## config.mk

```make
export PLATFORM = sky130hd
export DESIGN_NAME = efp_result_packer_flat
export DESIGN_NICKNAME = d
export VERILOG_FILES = /design/src/rtl/efp_result_packer_if.sv /design/src/rtl/efp_result_packer.sv /design/src/flat_wrapper.sv
export SDC_FILE = /design/constraint.sdc
export NUM_CORES = 1
export LEC_CHECK = 0
export ABC_AREA = 1
export ABC_CLOCK_PERIOD_IN_PS = 7400
export BUFFER_PORTS_ARGS = -buffer_cell sky130_fd_sc_hd__clkbuf_2
export CAP_MARGIN = 20
export CORE_MARGIN = 4
export CORE_UTILIZATION = 45
export DETAILED_ROUTE_END_ITERATION = 12
export REMOVE_ABC_BUFFERS = 1
export SETUP_SLACK_MARGIN = 0.3
export SLEW_MARGIN = 15
export SYNTH_ARGS = -nofsm -noshare
export SYNTH_HDL_FRONTEND = slang
export SYNTH_SLANG_ARGS = --single-unit
```

## constraint.sdc

```tcl
create_clock -name clk -period 7.4 [get_ports clk]
set_clock_uncertainty 0.15 [all_clocks]
set_input_delay 1.11 -clock clk [delete_from_list [all_inputs] [get_ports clk]]
set_output_delay 1.11 -clock clk [all_outputs]
set_load 0.02 [all_outputs]
```

## src/rtl/efp_result_packer_if.sv

```systemverilog
// Valid/ready bundle between the EFP adder back end and its producer/consumer.
// slave is the packer's view; master is the view of whatever drives it.
interface efp_result_packer_if #(
    parameter int EXP_W  = 4,
    parameter int FRAC_W = 19,
    parameter int CYC_W  = 8
);
    logic                    in_valid;
    logic                    in_ready;
    logic                    in_sign;
    logic [EXP_W:0]          in_exp;
    logic [FRAC_W:0]         in_sig;
    logic [4:0]              in_m_bits;
    logic [4:0]              out_m_bits;
    logic                    out_valid;
    logic                    out_ready;
    logic [EXP_W+FRAC_W:0]   out_word;
    logic                    out_ovf;
    logic                    out_unf;
    logic                    out_inexact;
    logic [CYC_W-1:0]        out_cycles;

    modport slave (
        input  in_valid, in_sign, in_exp, in_sig, in_m_bits, out_m_bits, out_ready,
        output in_ready, out_valid, out_word, out_ovf, out_unf, out_inexact, out_cycles
    );

    modport master (
        output in_valid, in_sign, in_exp, in_sig, in_m_bits, out_m_bits, out_ready,
        input  in_ready, out_valid, out_word, out_ovf, out_unf, out_inexact, out_cycles
    );
endinterface

```

## src/rtl/efp_result_packer.sv

```systemverilog
// Normalizes, RNE-rounds and packs raw EFP result fields into one 24-bit word.
// Optional saturating flag statistics are enabled with the EFP_PACK_STATS_EN macro.
module efp_result_packer #(
    parameter int EXP_W  = 4,
    parameter int FRAC_W = 19,
    parameter int CYC_W  = 8
) (
    input  logic                clk,
    input  logic                rst,
    efp_result_packer_if.slave  bus,
    output logic [15:0]         stat_ovf_cnt,
    output logic [15:0]         stat_unf_cnt,
    output logic [15:0]         stat_inx_cnt
);
    localparam int SIG_W   = FRAC_W + 1;
    localparam int WORD_W  = 1 + EXP_W + FRAC_W;
    localparam int M_MAX   = FRAC_W - 1;
    localparam int OM_MAX  = FRAC_W;
    localparam int EXP_MAX = (1 << EXP_W) - 1;

    typedef enum logic [1:0] {IDLE, NORM, ROUND, OUT} state_t;

    state_t             state;
    logic               sign_r;
    logic [5:0]         exp_r;
    logic [SIG_W-1:0]   sig_r;
    logic               sticky_r;
    logic [4:0]         m_r;
    logic [4:0]         om_r;
    logic [CYC_W-1:0]   cyc_r;

    logic [4:0] m_clamp, om_clamp;
    assign m_clamp  = (bus.in_m_bits  > 5'(M_MAX))  ? 5'(M_MAX)  : bus.in_m_bits;
    assign om_clamp = (bus.out_m_bits > 5'(OM_MAX)) ? 5'(OM_MAX) : bus.out_m_bits;

    logic need_rshift, can_lshift;
    assign need_rshift = (sig_r >> (m_r + 5'd1)) != '0;
    assign can_lshift  = !sig_r[m_r] && (sig_r != '0) && (exp_r != '0);

    logic [4:0]        d;
    logic [SIG_W-1:0]  kept, rest_mask, frac_full, frac_mask;
    logic              guard, stk, up, carry, inexact;
    logic [5:0]        exp_fin;
    logic [WORD_W-1:0] word_n;
    logic              ovf_n, unf_n, inx_n;

    // NOTE: every always_comb output gets a default first so no path can infer a latch.
    always_comb begin
        d         = m_r - om_r;
        kept      = '0;
        rest_mask = '0;
        guard     = 1'b0;
        stk       = 1'b0;
        up        = 1'b0;
        inexact   = 1'b0;
        exp_fin   = exp_r;
        word_n    = {sign_r, {(WORD_W-1){1'b0}}};
        ovf_n     = 1'b0;
        unf_n     = 1'b0;
        inx_n     = 1'b0;
        if (om_r >= m_r) begin
            frac_full = sig_r << (om_r - m_r);
        end else begin
            kept      = sig_r >> d;
            guard     = sig_r[d - 5'd1];
            rest_mask = (SIG_W'(1) << (d - 5'd1)) - SIG_W'(1);
            stk       = (|(sig_r & rest_mask)) | sticky_r;
            up        = guard & (stk | kept[0]);
            frac_full = kept + SIG_W'(up);
            inexact   = guard | stk;
        end
        // Round-up can carry past the hidden bit; renormalize once.
        carry = (frac_full >> ({1'b0, om_r} + 6'd1)) != '0;
        if (carry) begin
            frac_full = frac_full >> 1;
            exp_fin   = exp_r + 6'd1;
        end
        frac_mask = (SIG_W'(1) << om_r) - SIG_W'(1);
        if (sig_r == '0) begin
            word_n = {sign_r, {(WORD_W-1){1'b0}}};
        end else if (exp_fin == '0) begin
            unf_n = 1'b1;
            inx_n = inexact;
        end else if (exp_fin > 6'(EXP_MAX)) begin
            word_n = {sign_r, {EXP_W{1'b1}}, FRAC_W'(frac_mask)};
            ovf_n  = 1'b1;
            inx_n  = inexact;
        end else begin
            word_n = {sign_r, exp_fin[EXP_W-1:0], FRAC_W'(frac_full & frac_mask)};
            inx_n  = inexact;
        end
    end

    // NOTE: state and registered outputs use non-blocking assignments only.
    always_ff @(posedge clk or posedge rst) begin
        if (rst) begin
            state           <= IDLE;
            bus.in_ready    <= 1'b1;
            bus.out_valid   <= 1'b0;
            bus.out_word    <= '0;
            bus.out_ovf     <= 1'b0;
            bus.out_unf     <= 1'b0;
            bus.out_inexact <= 1'b0;
            bus.out_cycles  <= '0;
            sign_r          <= 1'b0;
            exp_r           <= '0;
            sig_r           <= '0;
            sticky_r        <= 1'b0;
            m_r             <= '0;
            om_r            <= '0;
            cyc_r           <= '0;
        end else begin
            case (state)
                IDLE: if (bus.in_valid && bus.in_ready) begin
                    sign_r       <= bus.in_sign;
                    exp_r        <= 6'(bus.in_exp);
                    sig_r        <= bus.in_sig;
                    sticky_r     <= 1'b0;
                    m_r          <= m_clamp;
                    om_r         <= om_clamp;
                    cyc_r        <= '0;
                    bus.in_ready <= 1'b0;
                    state        <= NORM;
                end
                NORM: begin
                    cyc_r <= cyc_r + CYC_W'(1);
                    if (need_rshift) begin
                        sticky_r <= sticky_r | sig_r[0];
                        sig_r    <= sig_r >> 1;
                        exp_r    <= exp_r + 6'd1;
                    end else if (can_lshift) begin
                        sig_r <= sig_r << 1;
                        exp_r <= exp_r - 6'd1;
                    end else begin
                        state <= ROUND;
                    end
                end
                ROUND: begin
                    cyc_r           <= cyc_r + CYC_W'(1);
                    bus.out_word    <= word_n;
                    bus.out_ovf     <= ovf_n;
                    bus.out_unf     <= unf_n;
                    bus.out_inexact <= inx_n;
                    bus.out_cycles  <= cyc_r + CYC_W'(1);
                    bus.out_valid   <= 1'b1;
                    state           <= OUT;
                end
                OUT: if (bus.out_ready) begin
                    bus.out_valid <= 1'b0;
                    bus.in_ready  <= 1'b1;
                    state         <= IDLE;
                end
                default: state <= IDLE;
            endcase
        end
    end

`ifdef EFP_PACK_STATS_EN
    always_ff @(posedge clk or posedge rst) begin
        if (rst) begin
            stat_ovf_cnt <= '0;
            stat_unf_cnt <= '0;
            stat_inx_cnt <= '0;
        end else if (bus.out_valid && bus.out_ready) begin
            if (bus.out_ovf && stat_ovf_cnt != 16'hFFFF)     stat_ovf_cnt <= stat_ovf_cnt + 16'd1;
            if (bus.out_unf && stat_unf_cnt != 16'hFFFF)     stat_unf_cnt <= stat_unf_cnt + 16'd1;
            if (bus.out_inexact && stat_inx_cnt != 16'hFFFF) stat_inx_cnt <= stat_inx_cnt + 16'd1;
        end
    end
`else
    assign stat_ovf_cnt = '0;
    assign stat_unf_cnt = '0;
    assign stat_inx_cnt = '0;
`endif
endmodule

```

## src/flat_wrapper.sv

```systemverilog
// flat-port wrapper written by rule: the top's interface ports become plain ports
module efp_result_packer_flat 
#(
    parameter int EXP_W  = 4,
    parameter int FRAC_W = 19,
    parameter int CYC_W  = 8
)
  (clk, rst, stat_ovf_cnt, stat_unf_cnt, stat_inx_cnt, bus_in_valid, bus_in_sign, bus_in_exp, bus_in_sig, bus_in_m_bits, bus_out_m_bits, bus_out_ready, bus_in_ready, bus_out_valid, bus_out_word, bus_out_ovf, bus_out_unf, bus_out_inexact, bus_out_cycles);
  efp_result_packer_if #(.EXP_W(EXP_W), .FRAC_W(FRAC_W), .CYC_W(CYC_W)) bus_i ();
  input  logic clk;
  input  logic rst;
  output logic [15:0] stat_ovf_cnt;
  output logic [15:0] stat_unf_cnt;
  output logic [15:0] stat_inx_cnt;
  input wire logic [$bits(bus_i.in_valid)-1:0] bus_in_valid;
  input wire logic [$bits(bus_i.in_sign)-1:0] bus_in_sign;
  input wire logic [$bits(bus_i.in_exp)-1:0] bus_in_exp;
  input wire logic [$bits(bus_i.in_sig)-1:0] bus_in_sig;
  input wire logic [$bits(bus_i.in_m_bits)-1:0] bus_in_m_bits;
  input wire logic [$bits(bus_i.out_m_bits)-1:0] bus_out_m_bits;
  input wire logic [$bits(bus_i.out_ready)-1:0] bus_out_ready;
  output wire logic [$bits(bus_i.in_ready)-1:0] bus_in_ready;
  output wire logic [$bits(bus_i.out_valid)-1:0] bus_out_valid;
  output wire logic [$bits(bus_i.out_word)-1:0] bus_out_word;
  output wire logic [$bits(bus_i.out_ovf)-1:0] bus_out_ovf;
  output wire logic [$bits(bus_i.out_unf)-1:0] bus_out_unf;
  output wire logic [$bits(bus_i.out_inexact)-1:0] bus_out_inexact;
  output wire logic [$bits(bus_i.out_cycles)-1:0] bus_out_cycles;
  assign bus_i.in_valid = bus_in_valid;
  assign bus_i.in_sign = bus_in_sign;
  assign bus_i.in_exp = bus_in_exp;
  assign bus_i.in_sig = bus_in_sig;
  assign bus_i.in_m_bits = bus_in_m_bits;
  assign bus_i.out_m_bits = bus_out_m_bits;
  assign bus_i.out_ready = bus_out_ready;
  assign bus_in_ready = bus_i.in_ready;
  assign bus_out_valid = bus_i.out_valid;
  assign bus_out_word = bus_i.out_word;
  assign bus_out_ovf = bus_i.out_ovf;
  assign bus_out_unf = bus_i.out_unf;
  assign bus_out_inexact = bus_i.out_inexact;
  assign bus_out_cycles = bus_i.out_cycles;
  efp_result_packer #(.EXP_W(EXP_W), .FRAC_W(FRAC_W), .CYC_W(CYC_W)) u_core (.clk(clk), .rst(rst), .bus(bus_i), .stat_ovf_cnt(stat_ovf_cnt), .stat_unf_cnt(stat_unf_cnt), .stat_inx_cnt(stat_inx_cnt));
endmodule
```

==> results.ini <==
[final_layout]
syn2layout_area_growth_pct=6.10
finalNetCount=1794
antenna_cells=0
drive_gt1_share_pct=10.3

[cts]
cts_sinks=85
clock_latency_ns=0.35
clk_pin_slew_ns=0.08
cts_buffers=9
clock-root-buffer=clkbuf_16
clockBufferDepth=2
cts_tree=done
cts_hold_buf=0
htreeDepth=3

[route]
drtPass1Iterations=6
via_per_inst=5.57
ant_nets=0
drt-total-wl_mm=33.7
drt_first_iter_violations=1192
wl_per_cell_um=16.8
vias=11200
drc=0

[logic_synthesis]
synth-seq-area-share_pct=21.1
synth_area_leaders=dfrtp_1 21%, nand2_1 19%, nand3_1 12%, o21ai_0 6.5%, inv_1 5.1%
synthTopCellsByCount=517 x nand2_1, 246 x nand3_1, 138 x inv_1, 131 x o21ai_0, 125 x nor2_1
synth_edf_count=0
async_flop_share_pct=100
yosysWarnings=0
syn_area_mm2=0.0101
synth.most_common_cell=nand2_1
synth_area_leader_cell=dfrtp_1
postSynthCellCount=1692
yosysTopAreaCellShare_pct=20.8
synth_ff_type=dfrtp_1
synth_cell_type_count=56
syn_avg_cell_area_um2=5.97
ys_ff_latch=85

[die]
die_x_um=158
start_util_pct=46.0
io_pins=125
dieArea_mm2=0.0249
die_h_um=158
core_area_mm2=0.0220
num_rows=54

[critical_path]
endpoint_kind=flip-flop
rr_endpoint=u_core.bus.out_word[9]$_DFFE_PP0P_
cp.buffers_inverters=5
critPathMostFrequentCell=nand2_1
cp_top_family=simple AND/OR/NAND/NOR gates
cp.required_ns=7.50
arrival_ns=6.38
cp_slowest_cell=dfrtp_1
start_kind=flip-flop
crit-reg2reg-launch=u_core.om_r[1]$_DFFE_PP0P_
max_stage_delay_ns=0.65
reg2reg_depth=37
cp_num_cells=37
criticalPathCategory=flip-flop to flip-flop
cp-startpoint=u_core.om_r[1]$_DFFE_PP0P_
r2r_setup_slack_ns=1.12
cp_max_fo=28

[global_routing]
antenna_found_initial=0
overflow=0
grt_pass1_vias=10200
grt_use_total_pct=26.6
grt_max_degree=63
grt_pass1_wl_mm=53.5

[timing]
drv_slew=0
rsz0062_at_grt=no
setup_viol=0
fin_crit_sh_pct=84.9
maxSlewHeadroom_pct=40.4
fmax_mhz=159
holdWs_ns=0.330
hold_violations=0
period_needed_ns=6.28
final.setup.tns_ns=0
tightest_slew_ns=0.894

[outcome]
status=complete, no violations

[min_path]
min-delay-start=u_core.sign_r$_DFFE_PP0P_
hp-class=flip-flop to flip-flop
hold_end=u_core.bus.out_word[23]$_DFFE_PP0P_
whs_path_depth=2

[placed_design]
place_congestion=0.988
place.detailed.hpwl_mm=26.0
port_buffers=76

[run]
cap_violations=0

-- cell type report --
class | instances | area [um^2]
clock buffers | 9 | 225
clock inverters | 7 | 76.3
fillers | 2371 | 11200
inverters | 159 | 603
multi-input cells | 1376 | 6810
flip-flops and latches | 85 | 2130
well taps | 280 | 350
repair buffers | 94 | 515
-- timing repair --
action,in CTS,in global routing
resized for setup,0,4
endpoints found under the setup margin,0,20
setup buffers,0,0
-- stage by stage --
step	std cells	setup WS [ns]	instance area, um^2	utilization [%]
2_1_floorplan	1619	0.301	9520	-
6_report	2010	1.12	10700	48.8
5_1_grt	2010	0.443	10700	48.8
4_1_cts	2009	0.531	10700	48.7
3_3_place_gp	1993	0.727	10400	47.3
3_5_place_dp	1993	0.544	10400	47.3
-- cell usage in the layout (no fill, tap or decap), types with 26 or more instances in the layout --
master	Yosys	routed
inv_1	138	137
nand2_1	517	516
ha_1	27	26
clkbuf_2	0	76
nand3_1	246	246
a21oi_1	81	81
conb_1	1	48
o21ai_0	131	131
dfrtp_1	84	83
nor2_1	125	125
-- sequential cells by signal, summed over array words and instances (netlist names), 2 cells and up --
name                   flops
u_core.bus.out_word       24
u_core.exp_r               6
u_core.sig_r              20
u_core.m_r                 5
u_core.om_r                5
u_core.cyc_r               8
u_core.bus.out_cycles      8
u_core.state               2
-- routing by layer --
| metal | vias up | GRT usage [%] | wire length (um) | part of all wire (%) |
|---|---|---|---|---|
| met2 | 447 | 42.2 | 15000 | 45 |
| met4 | 0 | 7.41 | 831 | 2.5 |
| met3 | 62 | 3.58 | 2280 | 6.8 |
| met1 | 5139 | 38.1 | 15500 | 46 |
| li1 | 5557 | - | - | - |
| met5 | - | 0 | 0 | 0 |
-- cell families after synthesis --
family          Yosys count  share of synthesized area (%)
simple gates            978                           42.6
compound gates          285                           16.1
buf+inv                 279                           13.4
flops                    85                           21.1
xor+xnor                 31                           2.69
fa+ha+maj                29                           3.74
mux                       4                          0.397
other cells               1                         0.0371
-- worst register-to-register path: cells and delay by family (launching register included) --
kind | cells | cell delay (ns)
buffers and inverters | 5 | 0.78
adder cells (fa/ha/maj) | 3 | 1.24
flip-flops | 1 | 0.65
AO/OA/AOI/OAI | 2 | 0.35
AND/OR/NAND/NOR | 27 | 2.98
-- how the worst max path moves through the flow --
stage,endpoint,slack (ns)
6_report,u_core.bus.out_word[9]$_DFFE_PP0P_,1.12
5_1_grt,u_core.bus.out_word[16]$_DFFE_PP0P_,0.44
4_1_cts,u_core.bus.out_word[9]$_DFFE_PP0P_,0.53
3_5_place_dp,u_core.bus.out_word[9]$_DFFE_PP0P_,0.54
3_3_place_gp,u_core.bus.out_word[7]$_DFFE_PP0P_,0.73
2_1_floorplan,u_core.bus.out_word[0]$_DFFE_PP0P_,0.30
Power is left out: the tool's default activity adds up to more than one toggle a clock period on the data nets, which glitch-free logic cannot reach.
